[config.mk]
export PLATFORM = sky130hd
export DESIGN_NAME = seg_scan_driver_flat
export DESIGN_NICKNAME = d
export VERILOG_FILES = /design/src/rtl/seg_scan_driver_if.sv /design/src/rtl/seg_scan_driver.sv /design/src/flat_wrapper.sv
export SDC_FILE = /design/constraint.sdc
export NUM_CORES = 1
export LEC_CHECK = 0
export ABC_CLOCK_PERIOD_IN_PS = 3800
export CORE_MARGIN = 2
export CORE_UTILIZATION = 30
export CTS_CLUSTER_DIAMETER = 120
export CTS_CLUSTER_SIZE = 14
export DETAILED_ROUTE_END_ITERATION = 10
export HOLD_SLACK_MARGIN = 0.05
export PLACE_DENSITY_LB_ADDON = 0.1
export SYNTH_ARGS = -nofsm -noshare
export SYNTH_HDL_FRONTEND = slang
export SYNTH_SLANG_ARGS = --single-unit
[constraint.sdc]
create_clock -name clk -period 3.8 [get_ports clk]
set_input_delay 0.76 -clock clk [delete_from_list [all_inputs] [get_ports clk]]
set_output_delay 0.76 -clock clk [all_outputs]
set_load 0.005 [all_outputs]
[src/rtl/seg_scan_driver_if.sv]
// Bus between the segment decoder side and the scan driver: packed patterns and
// controls in, multiplexed segment/anode pins and frame strobe out.
interface seg_scan_driver_if #(
    parameter int unsigned DIGITS = 4
);
    logic [8*DIGITS-1:0] seg_in;
    logic                load;
    logic                enable;
    logic [2:0]          bright;
    logic [7:0]          seg_out;
    logic [DIGITS-1:0]   an_out;
    logic                frame_done;

    modport master (
        output seg_in, load, enable, bright,
        input  seg_out, an_out, frame_done
    );

    modport slave (
        input  seg_in, load, enable, bright,
        output seg_out, an_out, frame_done
    );
endinterface

[src/rtl/seg_scan_driver.sv]
// Time-multiplexed 7-segment scan driver: double-buffered patterns swapped at
// frame boundaries, PWM brightness, dead time at each slot start, frame strobe.
module seg_scan_driver #(
    parameter int unsigned DIGITS   = 4,
    parameter int unsigned SCAN_DIV = 100000,
    parameter int unsigned DEAD     = 4
) (
    input  logic              clk,
    input  logic              rst_n,
    seg_scan_driver_if.slave  bus
);
    localparam int unsigned CW = $clog2(SCAN_DIV);
    localparam int unsigned IW = (DIGITS > 1) ? $clog2(DIGITS) : 1;
    localparam int unsigned LW = 3 + CW + 1;
    localparam int unsigned PW = 8 * DIGITS;

    logic [CW-1:0]     cnt_q, cnt_d;
    logic [IW-1:0]     idx_q, idx_d;
    logic [PW-1:0]     pending_q, pending_d;
    logic [PW-1:0]     active_q, active_d;
    logic [7:0]        seg_q, seg_d;
    logic [DIGITS-1:0] an_q, an_d;
    logic              frame_done_q, frame_done_d;

    logic              tick;
    logic              fb;
    logic              lit;
    logic [LW-1:0]     lit_lim;
    logic [LW-1:0]     cnt_ext;
    logic [7:0]        seg_sel;
    logic [DIGITS-1:0] an_sel;

    // Slot prescaler and digit index; disabled scanning parks at digit 0, cnt 0.
    always_comb begin
        tick  = bus.enable && (cnt_q == CW'(SCAN_DIV - 1));
        fb    = tick && (idx_q == IW'(DIGITS - 1));
        cnt_d = cnt_q;
        idx_d = idx_q;
        if (!bus.enable) begin
            cnt_d = '0;
            idx_d = '0;
        end else if (tick) begin
            cnt_d = '0;
            idx_d = (idx_q == IW'(DIGITS - 1)) ? '0 : idx_q + 1'b1;
        end else begin
            cnt_d = cnt_q + 1'b1;
        end
    end

    // Double buffer: pending follows load; active swaps only at the frame
    // boundary, taking seg_in directly when a load lands on that same cycle.
    always_comb begin
        pending_d    = bus.load ? bus.seg_in : pending_q;
        active_d     = active_q;
        if (fb) begin
            active_d = bus.load ? bus.seg_in : pending_q;
        end
        frame_done_d = fb;
    end

    // Lit window and digit select; the product is kept at full width before the shift.
    always_comb begin
        lit_lim = ((LW'(bus.bright) + LW'(1)) * LW'(SCAN_DIV)) >> 3;
        cnt_ext = LW'(cnt_q);
        lit     = bus.enable && (cnt_ext >= LW'(DEAD)) && (cnt_ext < lit_lim);
        seg_sel = 8'hFF;
        an_sel  = '1;
        for (int unsigned k = 0; k < DIGITS; k++) begin
            if (idx_q == IW'(k)) begin
                seg_sel   = active_q[8*k +: 8];
                an_sel[k] = 1'b0;
            end
        end
        seg_d = lit ? seg_sel : 8'hFF;
        an_d  = lit ? an_sel  : '1;
    end

    // State and registered pin outputs.
    always_ff @(posedge clk or negedge rst_n) begin
        if (!rst_n) begin
            cnt_q        <= '0;
            idx_q        <= '0;
            pending_q    <= '1;
            active_q     <= '1;
            seg_q        <= 8'hFF;
            an_q         <= '1;
            frame_done_q <= 1'b0;
        end else begin
            cnt_q        <= cnt_d;
            idx_q        <= idx_d;
            pending_q    <= pending_d;
            active_q     <= active_d;
            seg_q        <= seg_d;
            an_q         <= an_d;
            frame_done_q <= frame_done_d;
        end
    end

    assign bus.seg_out    = seg_q;
    assign bus.an_out     = an_q;
    assign bus.frame_done = frame_done_q;
endmodule

[src/flat_wrapper.sv]
// flat-port wrapper written by rule: the top's interface ports become plain ports
module seg_scan_driver_flat 
#(
    parameter int unsigned DIGITS   = 4,
    parameter int unsigned SCAN_DIV = 100000,
    parameter int unsigned DEAD     = 4
)
  (clk, rst_n, bus_seg_in, bus_load, bus_enable, bus_bright, bus_seg_out, bus_an_out, bus_frame_done);
  seg_scan_driver_if #(.DIGITS(DIGITS)) bus_i ();
  input  logic clk;
  input  logic rst_n;
  input wire logic [$bits(bus_i.seg_in)-1:0] bus_seg_in;
  input wire logic [$bits(bus_i.load)-1:0] bus_load;
  input wire logic [$bits(bus_i.enable)-1:0] bus_enable;
  input wire logic [$bits(bus_i.bright)-1:0] bus_bright;
  output wire logic [$bits(bus_i.seg_out)-1:0] bus_seg_out;
  output wire logic [$bits(bus_i.an_out)-1:0] bus_an_out;
  output wire logic [$bits(bus_i.frame_done)-1:0] bus_frame_done;
  assign bus_i.seg_in = bus_seg_in;
  assign bus_i.load = bus_load;
  assign bus_i.enable = bus_enable;
  assign bus_i.bright = bus_bright;
  assign bus_seg_out = bus_i.seg_out;
  assign bus_an_out = bus_i.an_out;
  assign bus_frame_done = bus_i.frame_done;
  seg_scan_driver #(.DIGITS(DIGITS), .SCAN_DIV(SCAN_DIV), .DEAD(DEAD)) u_core (.clk(clk), .rst_n(rst_n), .bus(bus_i));
endmodule
==> run_results.csv <==
group,metric,value,unit
synth,synth_cell_types,46,
placement,portBuffers,51,
floorplan,num_io_pins,52,
worst_hold_path,hold_path.class,"reg2reg",
placement,dpl_cell_area,5940,sq um
routing,vias,3163,
final_layout,nFillCells,1597,
synth,synth_area_per_cell,12.6,sq um
timing,fmax,273,MHz
synth,yosysTopAreaCell,"dfstp_2",
timing,hold_viol_final,0,
clock_network,numCtsBuffers,9,
critical_path,cp-start-kind,"primary input",
timing,fin_crit_sh,0.963,
global_routing,grt_util_all_layers,0.129,
synth,async_flop_share,1.00,
critical_path,regToRegSetupSlack,1250,ps
synth,synth_top_area_frac,0.398,
routing,postRouteAntennaNets,0,
critical_path,crit_type,"in2reg",
final_layout,antennaDiodeCount,0,
synth,synth_seq_cells,96,
timing,whs,480,ps
routing,first_pass_iters,4,
routing,viasPerCell,4.54,
global_routing,grt_max_degree,80,
worst_hold_path,hold_start,"u_core.cnt_q[0]",
critical_path,cp.arrival,3950,ps
critical_path,cp_max_fo,12,
global_routing,met2_usage,0.208,
final_layout,final_cell_area,6420,sq um
floorplan,dieHeight,133,um
synth,yosysWarnings,0,
floorplan,fp-row-count,47,
final_layout,nNetsFinal,544,
pwr,power.leakage,2.60,nW
global_routing,antenna_found_initial,0,
critical_path,rr_startpoint,"u_core.cnt_q[12]",
timing,slew_viol_final,0,
final_layout,drive_above_1_share,0.456,
routing,wl_per_cell,15.6,um
synth,synth_edf_count,0,
pwr,ir_drop,0.237,mV
clock_network,cts_tree,"yes",
floorplan,die-area,17800,sq um
routing,drtIter0Drc,106,
critical_path,cp_slowest_cell,"a221o_1",
global_routing,grt_pass1_vias,3383,
run,maxCapViolations,0,
placement,hpwl,7630,um
clock_network,clk_latency,350,ps
routing,totalWireLength,10900,um
timing,min_period,3660,ps
timing,max-slew-margin-rel,0.342,
critical_path,cp_cell_sequence,"dlygate4sd2_1 > inv_1 > ha_4 > buf_4 > xor3_1 > ha_1 > ha_4 > a31oi_4 > o311ai_2 > a221o_1 > ha_4 > nand3_4 > nor2_4 > o221ai_2 > a21o_1 > buf_12 > nand3_1",
clock_network,clk_path_buf_depth,2,
critical_path,ff2ff_path_depth,6,
critical_path,rr_endpoint,"u_core.active_q[1]",
worst_hold_path,min_to,"u_core.cnt_q[0]",
timing,fin_skew,11.1,ps
critical_path,critPathRequiredTime,4090,ps
critical_path,cp-end-kind,"flip-flop",
global_routing,grt_most_used_layer,"met2",
clock_network,clock-sinks,96,
floorplan,die_x,133,um
critical_path,cpMostUsedCell,"ha_4",
synth,yosysSeqAreaShare,0.498,
timing,setup_viol,0,
placement,gp_congestion,0.770,
final_layout,final_cell_mix,"76 x dfstp_2, 47 x clkdlybuf4s50_1, 35 x mux2_2",
pwr,p_per_area,374,nW/um^2
synth,postSynthCellCount,398,
final_layout,final_common_cell,"dfstp_2",
synth,synth_area,5020,sq um
clock_network,cts_root_buf,"clkbuf_16",
clock_network,holdBufCountCts,0,
pwr,power,2.40,mW
floorplan,initial_core_util,0.305,
routing,drcViolationCount,0,
timing,worstMarginPinSlew,987,ps
synth,syn_nets,471,
worst_hold_path,hold-path-cell-count,1,
global_routing,gr-total-overflow,0,
critical_path,max_stage_delay,360,ps
final_layout,syn_to_final_growth,27.9,%
global_routing,grt_pass1_wl,18000,um
synth,synthFlopType,"dfstp_2",
global_routing,grt_use_met1,0.172,
synth,ys_top_cells_by_area,"dfstp_2 40%, dfrtp_1 10%, mux2_4 8.7%, ha_1 8.5%, mux2_2 7.9%",
clock_network,htree_levels,3,
clock_network,clk_pin_slew,70,ps
status,status,"complete, no violations",
global_routing,grt_use_met3,0.0339,
floorplan,core,16500,sq um
-- worst max-delay path: cells and delay by family --
family                     cells  cell delay, ps
AOI/OAI and AO/OA              5             970
xor gates and xnor gates       1             240
adders and majority gates      4            1080
buffers and inverters          4             610
and+or+nand+nor                3             290
-- synth_stat cells, types with 2 or more instances --
cell      count
o311ai_0      2
mux2i_1       7
buf_2         4
nand4_1       6
nand2b_1      3
nor2_1       25
inv_1        16
o21ai_0      13
nand2_1      16
o22ai_1       7
and2_1        2
xor2_1        9
nor3_1        2
and3_1        4
ha_1         34
a31oi_1       4
a211oi_1      3
buf_12        3
xnor2_1      18
dfrtp_1      20
mux2_4       29
nor4_1        5
a21o_1        2
nand3_1      22
o21a_1        2
a21oi_1       4
buf_1         3
clkbuf_1      6
mux2_2       35
dfstp_2      76
-- metrics by stage --
step                      worst slack, ps  TNS (ps)   util  instances
after floorplan                      14.2         0      -        398
after global placement               -707     -8370  0.361        678
after detailed placement             -724     -8550  0.361        678
after CTS                            4.72         0  0.383        695
after global routing                -53.0      -445  0.390        696
final                                 139         0  0.390        696
-- routing by layer --
metal,routed length [um],vias up
met5,0,-
met4,137,0
met3,364,9
met2,5230,40
met1,5120,1558
li1,-,1556
-- flip-flops by register name, indices dropped and copies added (netlist names) --
signal and cells:
u_core.bus.frame_done 1, u_core.bus.seg_out 8, u_core.bus.an_out 4, u_core.pending_q 32, u_core.active_q 32, u_core.idx_q 2, u_core.cnt_q 17
-- area by class of cell --
class                      count  area (sq um)  area share
clock buffer                  10           229      0.0357
clock inverter                 6          75.1      0.0117
inverter                      17          66.3      0.0103
multi-input combinational    268          2540       0.396
sequential                    96          2500       0.389
tap                          220           275      0.0429
timing repair buffer          79           731       0.114
-- power breakdown --
part / internal (mW) / switching [mW]
clock network: 0.520 / 0.405
logic: 0.200 / 0.175
registers: 1.09 / 0.0119
-- worst max path at each step --
stage,start,endpoint,slack (ps),depth (start not counted)
finish,bus_bright[1],u_core.bus.an_out[3],140,17
detailed placement,bus_bright[0],u_core.bus.an_out[3],-720,17
global route,bus_bright[1],u_core.bus.an_out[3],-50,18
CTS,bus_bright[2],u_core.bus.an_out[3],5,16
floorplan,bus_bright[0],u_core.bus.an_out[2],10,16
global placement,bus_bright[0],u_core.bus.an_out[2],-710,17
-- what timing repair did --
action / 4_1_cts / 5_1_grt
resized for setup: 12 / 21
pin swaps: 7 / 10
setup buffers: 1 / 1
endpoints found under the setup margin: 12 / 12
-- cells by family after synthesis --
| group | count (synthesis) | share of synthesized area |
|---|---|---|
| flip-flops | 96 | 0.498 |
| AND/OR/NAND/NOR | 92 | 0.0918 |
| multiplexers | 71 | 0.179 |
| AO/OA/AOI/OAI | 42 | 0.0534 |
| buffers and inverters | 34 | 0.0377 |
| adder cells (fa/ha/maj) | 34 | 0.0848 |
| XOR/XNOR | 29 | 0.0551 |
(Power assumes the default switching activity.)
